===== src/rtl/keypad_event_ctrl_if.sv =====
// Keypad event port bundle: raw scan frames in, debounced key events out.
// The master side is the event controller; the slave side is scanner plus consumer.
interface keypad_event_ctrl_if;
  logic [15:0] scan_data;
  logic        scan_valid;
  logic [3:0]  key_code;
  logic        key_release;
  logic        key_valid;
  logic        key_ready;

  modport master (
    input  scan_data,
    input  scan_valid,
    input  key_ready,
    output key_code,
    output key_release,
    output key_valid
  );

  modport slave (
    output scan_data,
    output scan_valid,
    output key_ready,
    input  key_code,
    input  key_release,
    input  key_valid
  );
endinterface


===== src/rtl/keypad_event_ctrl.sv =====
// Keypad debouncer and key-event queue. Define KEYPAD_RELEASE_EVENT_EN to also queue
// release events (key_release = 1); otherwise releases only update pressed_map.
module keypad_event_ctrl #(
  parameter int unsigned STABLE_COUNT = 3,
  parameter int unsigned FIFO_DEPTH   = 4
) (
  input  logic                         clk,
  input  logic                         rst,
  keypad_event_ctrl_if.master          kif,
  output logic [15:0]                  pressed_map,
  output logic [$clog2(FIFO_DEPTH):0]  fifo_count,
  output logic                         overflow,
  input  logic                         clr_overflow
);
  localparam int unsigned PtrW = $clog2(FIFO_DEPTH);
  localparam logic [3:0]      StableCnt = 4'(STABLE_COUNT);
  localparam logic [PtrW:0]   Depth     = (PtrW + 1)'(FIFO_DEPTH);
  localparam logic [PtrW-1:0] PtrOne    = PtrW'(1);
  localparam logic [PtrW:0]   CntOne    = (PtrW + 1)'(1);
  localparam logic [0:0]      StIdle    = 1'b0;
  localparam logic [0:0]      StEmit    = 1'b1;

  logic [0:0]      state;
  logic [15:0]     cand, press_pend, press_nxt, clr_mask;
  logic [3:0]      cnt, press_idx, ev_code;
  logic            ev_valid, ev_rel, commit, pend_done;
  logic            head_valid, pop, push, full;
  logic [4:0]      mem [FIFO_DEPTH];
  logic [4:0]      head;
  logic [PtrW-1:0] wr_ptr, rd_ptr;
`ifdef KEYPAD_RELEASE_EVENT_EN
  logic [15:0]     rel_pend, rel_nxt;
  logic [3:0]      rel_idx;
`endif

  always_ff @(posedge clk or posedge rst) begin
    if (rst) begin
      cand <= '0;
      cnt  <= '0;
    end else if (kif.scan_valid) begin
      if (kif.scan_data == cand) begin
        if (cnt < StableCnt) cnt <= cnt + 4'd1;
      end else begin
        cand <= kif.scan_data;
        cnt  <= 4'd1;
      end
    end
  end

  // Lowest set bit wins.
  always_comb begin
    press_idx = '0;
    for (int i = 15; i >= 0; i--) if (press_pend[i]) press_idx = 4'(i);
`ifdef KEYPAD_RELEASE_EVENT_EN
    rel_idx = '0;
    for (int i = 15; i >= 0; i--) if (rel_pend[i]) rel_idx = 4'(i);
`endif
  end

  always_comb begin
    commit = (state == StIdle) && (cnt == StableCnt) && (cand != pressed_map);
`ifdef KEYPAD_RELEASE_EVENT_EN
    ev_valid  = (press_pend != '0) || (rel_pend != '0);
    ev_rel    = (press_pend == '0);
    ev_code   = ev_rel ? rel_idx : press_idx;
    clr_mask  = 16'(1) << ev_code;
    press_nxt = ev_rel ? press_pend : (press_pend & ~clr_mask);
    rel_nxt   = ev_rel ? (rel_pend & ~clr_mask) : rel_pend;
    pend_done = (press_nxt == '0) && (rel_nxt == '0);
`else
    ev_valid  = (press_pend != '0);
    ev_rel    = 1'b0;
    ev_code   = press_idx;
    clr_mask  = 16'(1) << ev_code;
    press_nxt = press_pend & ~clr_mask;
    pend_done = (press_nxt == '0);
`endif
    head_valid = (fifo_count != '0);
    full       = (fifo_count == Depth);
    pop        = head_valid & kif.key_ready;
    // A pop on the same edge frees the slot the push needs.
    push       = ev_valid & (~full | pop);
  end

  always_ff @(posedge clk or posedge rst) begin
    if (rst) begin
      state       <= StIdle;
      pressed_map <= '0;
      press_pend  <= '0;
`ifdef KEYPAD_RELEASE_EVENT_EN
      rel_pend    <= '0;
`endif
      overflow    <= 1'b0;
    end else begin
      if (ev_valid && !push) overflow <= 1'b1;
      else if (clr_overflow) overflow <= 1'b0;

      if (state == StIdle) begin
        if (commit) begin
          press_pend  <= cand & ~pressed_map;
`ifdef KEYPAD_RELEASE_EVENT_EN
          rel_pend    <= pressed_map & ~cand;
`endif
          pressed_map <= cand;
          state       <= StEmit;
        end
      end else begin
        press_pend <= press_nxt;
`ifdef KEYPAD_RELEASE_EVENT_EN
        rel_pend   <= rel_nxt;
`endif
        if (pend_done) state <= StIdle;
      end
    end
  end

  always_ff @(posedge clk or posedge rst) begin
    if (rst) begin
      wr_ptr     <= '0;
      rd_ptr     <= '0;
      fifo_count <= '0;
      for (int i = 0; i < int'(FIFO_DEPTH); i++) mem[i] <= '0;
    end else begin
      if (push) begin
        mem[wr_ptr] <= {ev_rel, ev_code};
        wr_ptr      <= wr_ptr + PtrOne;
      end
      if (pop) rd_ptr <= rd_ptr + PtrOne;
      if (push && !pop) fifo_count <= fifo_count + CntOne;
      else if (!push && pop) fifo_count <= fifo_count - CntOne;
    end
  end

  // ev_rel is constant 0 without release events, so the stored release bit reads 0.
  assign head            = mem[rd_ptr];
  assign kif.key_valid   = head_valid;
  assign kif.key_code    = head_valid ? head[3:0] : 4'd0;
  assign kif.key_release = head_valid & head[4];
endmodule


===== src/flat_wrapper.sv =====
// flat-port wrapper written by rule: the top's interface ports become plain ports
module keypad_event_ctrl_flat 
#(
  parameter int unsigned STABLE_COUNT = 3,
  parameter int unsigned FIFO_DEPTH   = 4
)
  (clk, rst, pressed_map, fifo_count, overflow, clr_overflow, kif_scan_data, kif_scan_valid, kif_key_ready, kif_key_code, kif_key_release, kif_key_valid);
  keypad_event_ctrl_if kif_i ();
  input  logic clk;
  input  logic rst;
  output logic [15:0] pressed_map;
  output logic [$clog2(FIFO_DEPTH):0] fifo_count;
  output logic overflow;
  input  logic clr_overflow;
  input wire logic [$bits(kif_i.scan_data)-1:0] kif_scan_data;
  input wire logic [$bits(kif_i.scan_valid)-1:0] kif_scan_valid;
  input wire logic [$bits(kif_i.key_ready)-1:0] kif_key_ready;
  output wire logic [$bits(kif_i.key_code)-1:0] kif_key_code;
  output wire logic [$bits(kif_i.key_release)-1:0] kif_key_release;
  output wire logic [$bits(kif_i.key_valid)-1:0] kif_key_valid;
  assign kif_i.scan_data = kif_scan_data;
  assign kif_i.scan_valid = kif_scan_valid;
  assign kif_i.key_ready = kif_key_ready;
  assign kif_key_code = kif_i.key_code;
  assign kif_key_release = kif_i.key_release;
  assign kif_key_valid = kif_i.key_valid;
  keypad_event_ctrl #(.STABLE_COUNT(STABLE_COUNT), .FIFO_DEPTH(FIFO_DEPTH)) u_core (.clk(clk), .rst(rst), .kif(kif_i), .pressed_map(pressed_map), .fifo_count(fifo_count), .overflow(overflow), .clr_overflow(clr_overflow));
endmodule

===== config.mk =====
export PLATFORM = sky130hd
export DESIGN_NAME = keypad_event_ctrl_flat
export DESIGN_NICKNAME = d
export VERILOG_FILES = /design/src/rtl/keypad_event_ctrl_if.sv /design/src/rtl/keypad_event_ctrl.sv /design/src/flat_wrapper.sv
export SDC_FILE = /design/constraint.sdc
export NUM_CORES = 1
export LEC_CHECK = 0
export CELL_PAD_IN_SITES_DETAIL_PLACEMENT = 0
export CELL_PAD_IN_SITES_GLOBAL_PLACEMENT = 1
export CORE_ASPECT_RATIO = 1.75
export CORE_MARGIN = 2
export CORE_UTILIZATION = 40
export CTS_BUF_LIST = sky130_fd_sc_hd__clkbuf_8
export DETAILED_ROUTE_END_ITERATION = 10
export PLACE_DENSITY_LB_ADDON = 0.3
export SKIP_CTS_REPAIR_TIMING = 1
export SYNTH_ARGS = -nofsm -noshare
export SYNTH_HDL_FRONTEND = slang
export SYNTH_SLANG_ARGS = --single-unit

===== constraint.sdc =====
create_clock -name clk -period 5.9 [get_ports clk]
set_clock_uncertainty 0.05 [all_clocks]
set_input_delay 1.18 -clock clk [delete_from_list [all_inputs] [get_ports clk]]
set_output_delay 1.18 -clock clk [all_outputs]
set_load 0.02 [all_outputs]

==> impl_metrics.yaml, run 1 <==
status:
  status: "completed"
logic_synthesis:
  synth_cell_types: 51
  synth_compound_area_share_pct: 14.0
  avgSynthCellArea_um2: 10.5
  yosysWarnings: 0
  synthFlopType: "dfrtp_1"
  yosys_register_bits: 77
  syn_nets: 434
  yosysSeqAreaShare_pct: 46.9
  synth-xor-area-share_pct: 4.69
  synthMuxAreaShare_pct: 10.1
  synth_top_family_by_area: "compound AO/OA/AOI/OAI gates"
  syn_area_mm2: 0.00411
  synthCells: 390
  synth_edf_count: 0
  synthArstFlopShare_pct: 100
  synthAdderAreaFrac_pct: 7.19
  yosys.area_share.simple_pct: 13.3
timing:
  finalCritPeriodShare_pct: 57.3
  hold-worst-slack_ns: 0.435
  max-slew-margin-rel_pct: 50.6
  tightest_slew_ns: 0.739
  setup_violations: 0
  rsz0062_at_grt: "false"
  max_freq_mhz: 296
  maxSlewViolCount: 0
  hold_viol_final: 0
  finalSetupTns_ns: 0
  post-route-min-period_ns: 3.38
cts:
  cts_buffers: 9
  clk_latency_ns: 0.36
  cts_sinks: 77
  htree_levels: 3
  clockBufferDepth: 2
  root_buffer: "clkbuf_8"
  cts_tree: "yes"
  path_clk_slew_ns: 0.07
routing:
  drt_iter0_drc: 169
  via_per_inst: 5.45
  wl_per_cell_um: 17.6
  dr.pass1.iters: 4
  totalWireLength_um: 9970
  drtAntennaViolNets: 0
  via_count: 3092
  drc: 0
placed_design:
  placed_area_mm2: 0.00469
  gp_congestion: 0.951
  dp.cells: 551
  port_buffers: 45
  dp_hpwl_um: 7660
hold_path:
  holdPathStages: 2
  hold_class: "register to register"
  hold_start: "u_core.mem[1]"
global_routing:
  busiest_layer: "met2"
  use_met3_pct: 2.68
  use_met2_pct: 35.6
  grt_pass1_vias: 3218
  antenna_found_initial: 0
  gr-usage-met1_pct: 22.0
  grt_first_pass_wirelength_um: 16600
  grt_max_degree: 45
  grt_overflow: 0
  grtUsageTotal_pct: 19.8
power:
  peakVddDrop_v: 0.000137
  total_power_mw: 1.23
  p_leak_nw: 2.13
  power.density_mw_per_mm2: 252
die:
  initial_core_util_pct: 40.6
  dieArea_mm2: 0.0111
  chipWidth_um: 80.6
  core-area_mm2: 0.0101
  rows: 49
  io_pins: 47
  die_h_um: 138
final_layout:
  fin_nets: 479
  fill_cells: 971
  layout_common_cells: "dfrtp_1 (77), nand2_1 (45), clkdlybuf4s50_1 (45)"
  stdcell_count: 567
  layout_commonest_cell: "dfrtp_1"
  layout-drive-gt1-share_pct: 11.1
  diodes: 0
  synthToLayoutAreaGrowth_pct: 19.0
  design_area_mm2: 0.00489
job:
  cap_viol_max_count: 0
setup_path:
  crit_type: "register to output pin"
  rr_worst_depth: 7
  cp-end-kind: "output pin"
  crit_arrival_ns: 2.15
  r2r-start: "u_core.press_pend[4]"
  path_max_fanout: 6
  startpoint: "u_core.rd_ptr[0]"
  start_kind: "register"
  cp.required_ns: 4.67
-- report_power, final --
| group | switching (mW) | leakage (nW) | total [mW] | internal [mW] |
|---|---|---|---|---|
| sequential | 0.0567 | 1.01 | 0.621 | 0.564 |
| combinational | 0.0989 | 1.02 | 0.208 | 0.109 |
| clock | 0.199 | 0.104 | 0.405 | 0.206 |
| total | 0.354 | 2.13 | 1.23 | 0.879 |
-- worst paths after layout --
check	end	slack, ns
worst max-delay path	kif_key_code[3]	2.52
max in group asynchronous	u_core.press_pend[14]	3.54
worst min register to register	u_core.mem[1]	0.43
worst min-delay path	u_core.mem[1]	0.43
min in group asynchronous	u_core.fifo_count[0]	1.21
worst max register to register	u_core.fifo_count[1]	2.90
-- cell usage after synthesis, drive strengths merged (2+ instances only) --
library cell | count | area, um2
mux2 | 29 | 327
o211ai | 2 | 15.0
xnor2 | 4 | 35.0
inv | 26 | 97.6
ha | 22 | 275
a221oi | 2 | 30.0
buf | 2 | 12.5
a21oi | 11 | 58.8
o22ai | 2 | 12.5
o21ai | 39 | 195
or3 | 2 | 12.5
nor2 | 15 | 56.3
nand4 | 5 | 31.3
nor3 | 4 | 20.0
or2 | 2 | 12.5
mux4 | 4 | 90.1
nand2 | 45 | 169
dfrtp | 77 | 1930
nor4 | 10 | 81.3
and2 | 7 | 46.3
or4 | 3 | 22.5
a21o | 5 | 37.5
a22o | 13 | 114
nand2b | 6 | 37.5
nand3 | 5 | 25.0
xor2 | 18 | 158
o31ai | 3 | 22.5
clkbuf | 11 | 41.3
o21a | 2 | 15.0
-- kinds of logic after synthesis --
group / Yosys count
muxes: 33
and+or+nand+nor: 108
xor gates and xnor gates: 22
buffers and inverters: 39
AOI/OAI and AO/OA: 87
adders and majority gates: 23
DFF: 77
other: 1
-- sequential cells by signal (all words and copies together), names as in the netlist --
name / count
u_core.cand: 16
u_core.mem: 16
u_core.press_pend: 16
u_core.pressed_map: 16
u_core.cnt: 4
u_core.fifo_count: 3
u_core.rd_ptr: 2
u_core.wr_ptr: 2
u_core.overflow: 1
u_core.state: 1
-- through the flow --
step           setup WS, ns  util (%)
3_5_place_dp           2.24      46.3
5_1_grt                2.43      48.3
4_1_cts                2.48      48.3
6_report               2.52      48.3
2_1_floorplan          2.70         -
3_3_place_gp           2.27      46.3
-- routing by layer --
| metal | wire length, um | part of all wire (%) | vias to the layer above |
|---|---|---|---|
| met5 | 0 | 0 | - |
| met4 | 309 | 3.1 | 0 |
| met3 | 252 | 2.5 | 23 |
| met2 | 5730 | 57 | 67 |
| met1 | 3680 | 37 | 1518 |
| li1 | - | - | 1484 |
-- cell type report --
type / instances / area, um2 / area share (%)
timing repair buffer: 47 / 465 / 9.52
sequential: 77 / 1930 / 39.4
multi-input combinational: 274 / 2040 / 41.7
clock buffer: 10 / 138 / 2.82
inverter: 26 / 97.6 / 2.00
tap: 127 / 159 / 3.25
clock inverter: 6 / 63.8 / 1.31
-- worst max-delay path: stages, from the launching register on --
cell	delay, ns
dfrtp_1	0.56
mux4_2	0.54
and2_1	0.17
clkdlybuf4s50_1	0.53
Note: power is estimated with default switching activity, not from simulation.
==> run 2: changes to the inputs <==
Clock period 5.9 ns to 3.2 ns, I/O delays scaled along.
==> run 2 against run 1 <==
Compared with the run above:
- die area unchanged
- non-clock buffer count rose by 7
- utilization rose by 0.62 points
- first-iteration DRC count is 22% lower
==> impl_metrics.yaml, run 2 (synthesis results as in run 1) <==
power:
  switchingPower_mw: 0.669
  p_leak_nw: 2.17
  peakVddDrop_v: 0.000259
  p_seq_share_pct: 50.0
  combPwrFrac_pct: 17.2
  p_clk_share_pct: 32.8
  swShare_pct: 29.3
  power.internal_mw: 1.61
  power.density_mw_per_mm2: 460
final_layout:
  layout-drive-gt1-share_pct: 12.5
  layout_common_cells: "dfrtp_1 (77), nand2_1 (45), clkdlybuf4s50_1 (45)"
  fill_cells: 977
  layout_commonest_cell: "dfrtp_1"
  fin_nets: 486
  diodes: 0
  design_area_mm2: 0.00495
  synthToLayoutAreaGrowth_pct: 20.5
routing:
  totalWireLength_um: 9990
  drt_iter0_drc: 131
  dr.pass1.iters: 5
  wl_per_cell_um: 17.4
  via_count: 3130
  drc: 0
  drtAntennaViolNets: 0
  via_per_inst: 5.45
hold_path:
  holdPathStages: 2
  hold_class: "register to register"
placed_design:
  dp_hpwl_um: 7750
  placed_area_mm2: 0.00475
  port_buffers: 45
  gp_congestion: 0.970
global_routing:
  antenna_found_initial: 0
  grt_first_pass_wirelength_um: 16100
  grt_pass1_vias: 3188
  grtUsageTotal_pct: 19.3
  grt_max_degree: 40
  grt_overflow: 0
timing:
  maxSlewViolCount: 0
  tightest_slew_ns: 0.673
  hold_viol_final: 0
  finalSetupTns_ns: 0
  rsz0062_at_grt: "false"
  post-route-min-period_ns: 2.81
  finalCritPeriodShare_pct: 87.9
  max_freq_mhz: 355
  setup_violations: 0
  max-slew-margin-rel_pct: 54.8
cts:
  cts_tree: "yes"
  clk_latency_ns: 0.36
  path_clk_slew_ns: 0.08
  cts_sinks: 77
  cts_buffers: 9
  root_buffer: "clkbuf_8"
  htree_levels: 3
  clockBufferDepth: 2
setup_path:
  rr_worst_depth: 8
  r2r-start: "u_core.cand[6]"
  path_max_fanout: 6
  cp.required_ns: 2.51
  crit_arrival_ns: 2.12
  reg2reg_to: "u_core.state"
  start_kind: "register"
  reg2reg_setup_slack_ns: 0.54
  cp-end-kind: "output pin"
  startpoint: "u_core.rd_ptr[0]"
  crit_type: "register to output pin"
  cp-endpoint: "kif_key_code[1]"
job:
  cap_viol_max_count: 0
die:
  die_h_um: 138
  io_pins: 47
  initial_core_util_pct: 40.6
  dieArea_mm2: 0.0111
  chipWidth_um: 80.6
  rows: 49
  core-area_mm2: 0.0101
status:
  status: "completed"
run 2: cell types whose count changed in the layout (fill, tap and decap cells not counted), sizes merged:
cell / change
clkinvlp: +1
clkbuf: -1
clkinv: -2
buf: +7
inv: +2
run 2: how the worst min path moves through the flow:
| stage | from | endpoint | slack [ns] |
|---|---|---|---|
| global route | u_core.mem[6] | u_core.mem[6] | 0.46 |
| CTS | u_core.mem[6] | u_core.mem[6] | 0.44 |
| floorplan | u_core.mem[6] | u_core.mem[6] | 0.39 |
| detailed placement | u_core.mem[6] | u_core.mem[6] | 0.42 |
| finish | u_core.mem[6] | u_core.mem[6] | 0.43 |
| global placement | u_core.mem[6] | u_core.mem[6] | 0.41 |
run 2: power by group through the flow:
stage               clock network (mW)  logic (mW)  registers (mW)
finish                           0.748       0.391            1.14
global route                     0.817       0.432            1.15
CTS                              0.777       0.402            1.14
detailed placement                   0       0.400            1.16
global placement                     0       0.381            1.16
floorplan                            0       0.242            1.14
run 2: final cells by class:
type | count | area (um2) | share of cell area (%)
clock buffers | 9 | 124 | 2.50
clock inverters | 7 | 75.1 | 1.52
inverters | 26 | 97.6 | 1.97
multi-input cells | 274 | 2040 | 41.2
flip-flops and latches | 77 | 1930 | 38.9
well taps | 127 | 159 | 3.21
repair buffers | 54 | 531 | 10.7
run 2: critical path, cell delays in order, from the launching register on:
cell	delay, ns
dfrtp_1	0.55
mux4_2	0.54
and2_1	0.16
clkdlybuf4s50_1	0.52
run 2: stage by stage:
step,utilization [%],total power [mW],hold slack (ns),instances,setup WS (ns)
finish,48.9,2.28,0.434,574,0.387
global route,48.9,2.40,0.465,574,0.284
CTS,48.9,2.32,0.442,574,0.358
detailed placement,47.0,1.56,0.423,558,0.143
global placement,47.0,1.54,0.409,558,0.232
floorplan,-,1.39,0.395,390,0.535
run 2: metal layers:
metal / vias up / wire, um / GRT usage (%)
met3: 39 / 336 / 3.39
met5: - / 0 / 0
met1: 1513 / 3590 / 20.1
met2: 87 / 5490 / 34.5
met4: 0 / 573 / 11.9
li1: 1491 / - / -
==> run 3: changes to the inputs <==
Settings changed: CORE_MARGIN 2 to unset, TNS_END_PERCENT set to 100.
==> run 3 against run 2 <==
Compared with the run above:
- sequential share of layout area decreased by 0.17 points
- clock-buffer cell count increased by 2
- clock power increased by 11%
- power up 3.5%
- fmax fell by 1.8%
- first-iteration DRC count grew 27%
- sequential power is essentially flat
- via count unchanged
- routed wire length rose by 1.1%
- global-route usage increased by 1.9 points
- worst hold slack got worse by 0.00081 ns
- critical path type unchanged
- highest routed layer unchanged
==> impl_metrics.yaml, run 3 (synthesis results as in run 1) <==
setup_path:
  reg2reg_setup_slack_ns: 0.52
  crit_arrival_ns: 2.17
  startpoint: "u_core.rd_ptr[0]"
  crit_chain: "mux4_2 -> and2_1 -> clkdlybuf4s50_1"
  cp.required_ns: 2.51
  r2r-start: "u_core.press_pend[14]"
  rr_worst_depth: 7
  critPathSlowestCell: "dfrtp_1"
  crit_type: "register to output pin"
  cp-end-kind: "output pin"
  path_max_fanout: 6
  slowest_delay_ns: 0.57
  start_kind: "register"
final_layout:
  synthToLayoutAreaGrowth_pct: 21.0
  layout_commonest_cell: "dfrtp_1"
  layout-drive-gt1-share_pct: 12.1
  fin_nets: 484
  layout_common_cells: "dfrtp_1 (77), nand2_1 (45), clkdlybuf4s50_1 (45)"
  final_core_util_pct: 50.2
  diodes: 0
timing:
  rsz0062_at_grt: "false"
  tightest_slew_ns: 0.659
  finalSetupTns_ns: 0
  max-slew-margin-rel_pct: 55.9
  hold_viol_final: 0
  setup_violations: 0
  hold-worst-slack_ns: 0.434
  post-route-min-period_ns: 2.86
  max_freq_mhz: 349
  finalCritPeriodShare_pct: 89.5
  maxSlewViolCount: 0
die:
  initial_core_util_pct: 41.5
  die_h_um: 136
  core-area_mm2: 0.00991
  dieArea_mm2: 0.0107
  rows: 48
  chipWidth_um: 78.6
  io_pins: 47
cts:
  cts_tree: "yes"
  clockBufferDepth: 2
  clk_latency_ns: 0.36
  htree_levels: 3
  cts_sinks: 77
  root_buffer: "clkbuf_8"
  path_clk_slew_ns: 0.08
  cts_buffers: 9
global_routing:
  gr-usage-met1_pct: 21.5
  antenna_found_initial: 0
  use_met2_pct: 39.3
  grt_max_degree: 78
  busiest_layer: "met2"
  grt_pass1_vias: 3246
  grtUsageTotal_pct: 21.2
  grt_first_pass_wirelength_um: 16700
  grt_overflow: 0
  use_met3_pct: 3.36
routing:
  wl_per_cell_um: 17.7
  drc: 0
  drtAntennaViolNets: 0
  drt_iter0_drc: 167
  totalWireLength_um: 10100
  dr.pass1.iters: 4
  via_count: 3130
  via_per_inst: 5.49
placed_design:
  dp_hpwl_um: 7700
  gp_congestion: 0.877
  port_buffers: 45
hold_path:
  hold_class: "register to register"
  holdPathStages: 2
  hold_start: "u_core.mem[6]"
power:
  p_leak_nw: 2.19
  power.density_mw_per_mm2: 475
  peakVddDrop_v: 0.000359
  total_power_mw: 2.36
job:
  cap_viol_max_count: 0
status:
  status: "completed"
-- run 3: changes by cell type in the layout (fill, tap and decap cells not counted) --
cell,before,now
clkinv_4,1,0
bufinv_16,1,2
buf_12,1,2
clkbuf_8,9,11
clkinvlp_4,2,0
inv_6,2,0
clkinv_2,0,2
buf_4,8,5
-- run 3: metrics by stage --
stage | cell area [um2] | worst slack, ns | cells
4_1_cts | 4970 | 0.287 | 570
5_1_grt | 4970 | 0.246 | 570
2_1_floorplan | 4110 | 0.535 | 390
3_3_place_gp | 4750 | 0.235 | 554
6_report | 4970 | 0.336 | 570
3_5_place_dp | 4750 | 0.195 | 554
-- run 3: cell type report --
type	instances	area (um2)
Timing Repair Buffer	52	528
Multi-Input combinational cell	274	2040
Fill cell	950	4940
Inverter	26	97.6
Clock buffer	11	151
Sequential cell	77	1930
Tap cell	125	156
Clock inverter	5	73.8
-- run 3: critical path, delay by kind of cell (launching register included) --
family / cells / cell delay (ns)
buffers and inverters: 1 / 0.53
flip-flops: 1 / 0.57
AND/OR/NAND/NOR: 1 / 0.16
multiplexers: 1 / 0.55
-- run 3: per-layer routing --
| layer | vias up | wire length (um) |
|---|---|---|
| met2 | 87 | 5680 |
| li1 | 1481 | - |
| met3 | 30 | 329 |
| met4 | 0 | 430 |
| met5 | - | 0 |
| met1 | 1532 | 3660 |
-- run 3: power by group --
part / internal (mW) / switching [mW]
combinational: 0.202 / 0.180
sequential: 1.04 / 0.104
clock: 0.476 / 0.357
-- run 3: path summary, 6_finish.rpt --
kind,end
max,kif_key_code[0]
min,u_core.mem[6]
max reg2reg,u_core.state
min reg2reg,u_core.mem[6]
max in group asynchronous,u_core.press_pend[0]
min in group asynchronous,u_core.fifo_count[0]
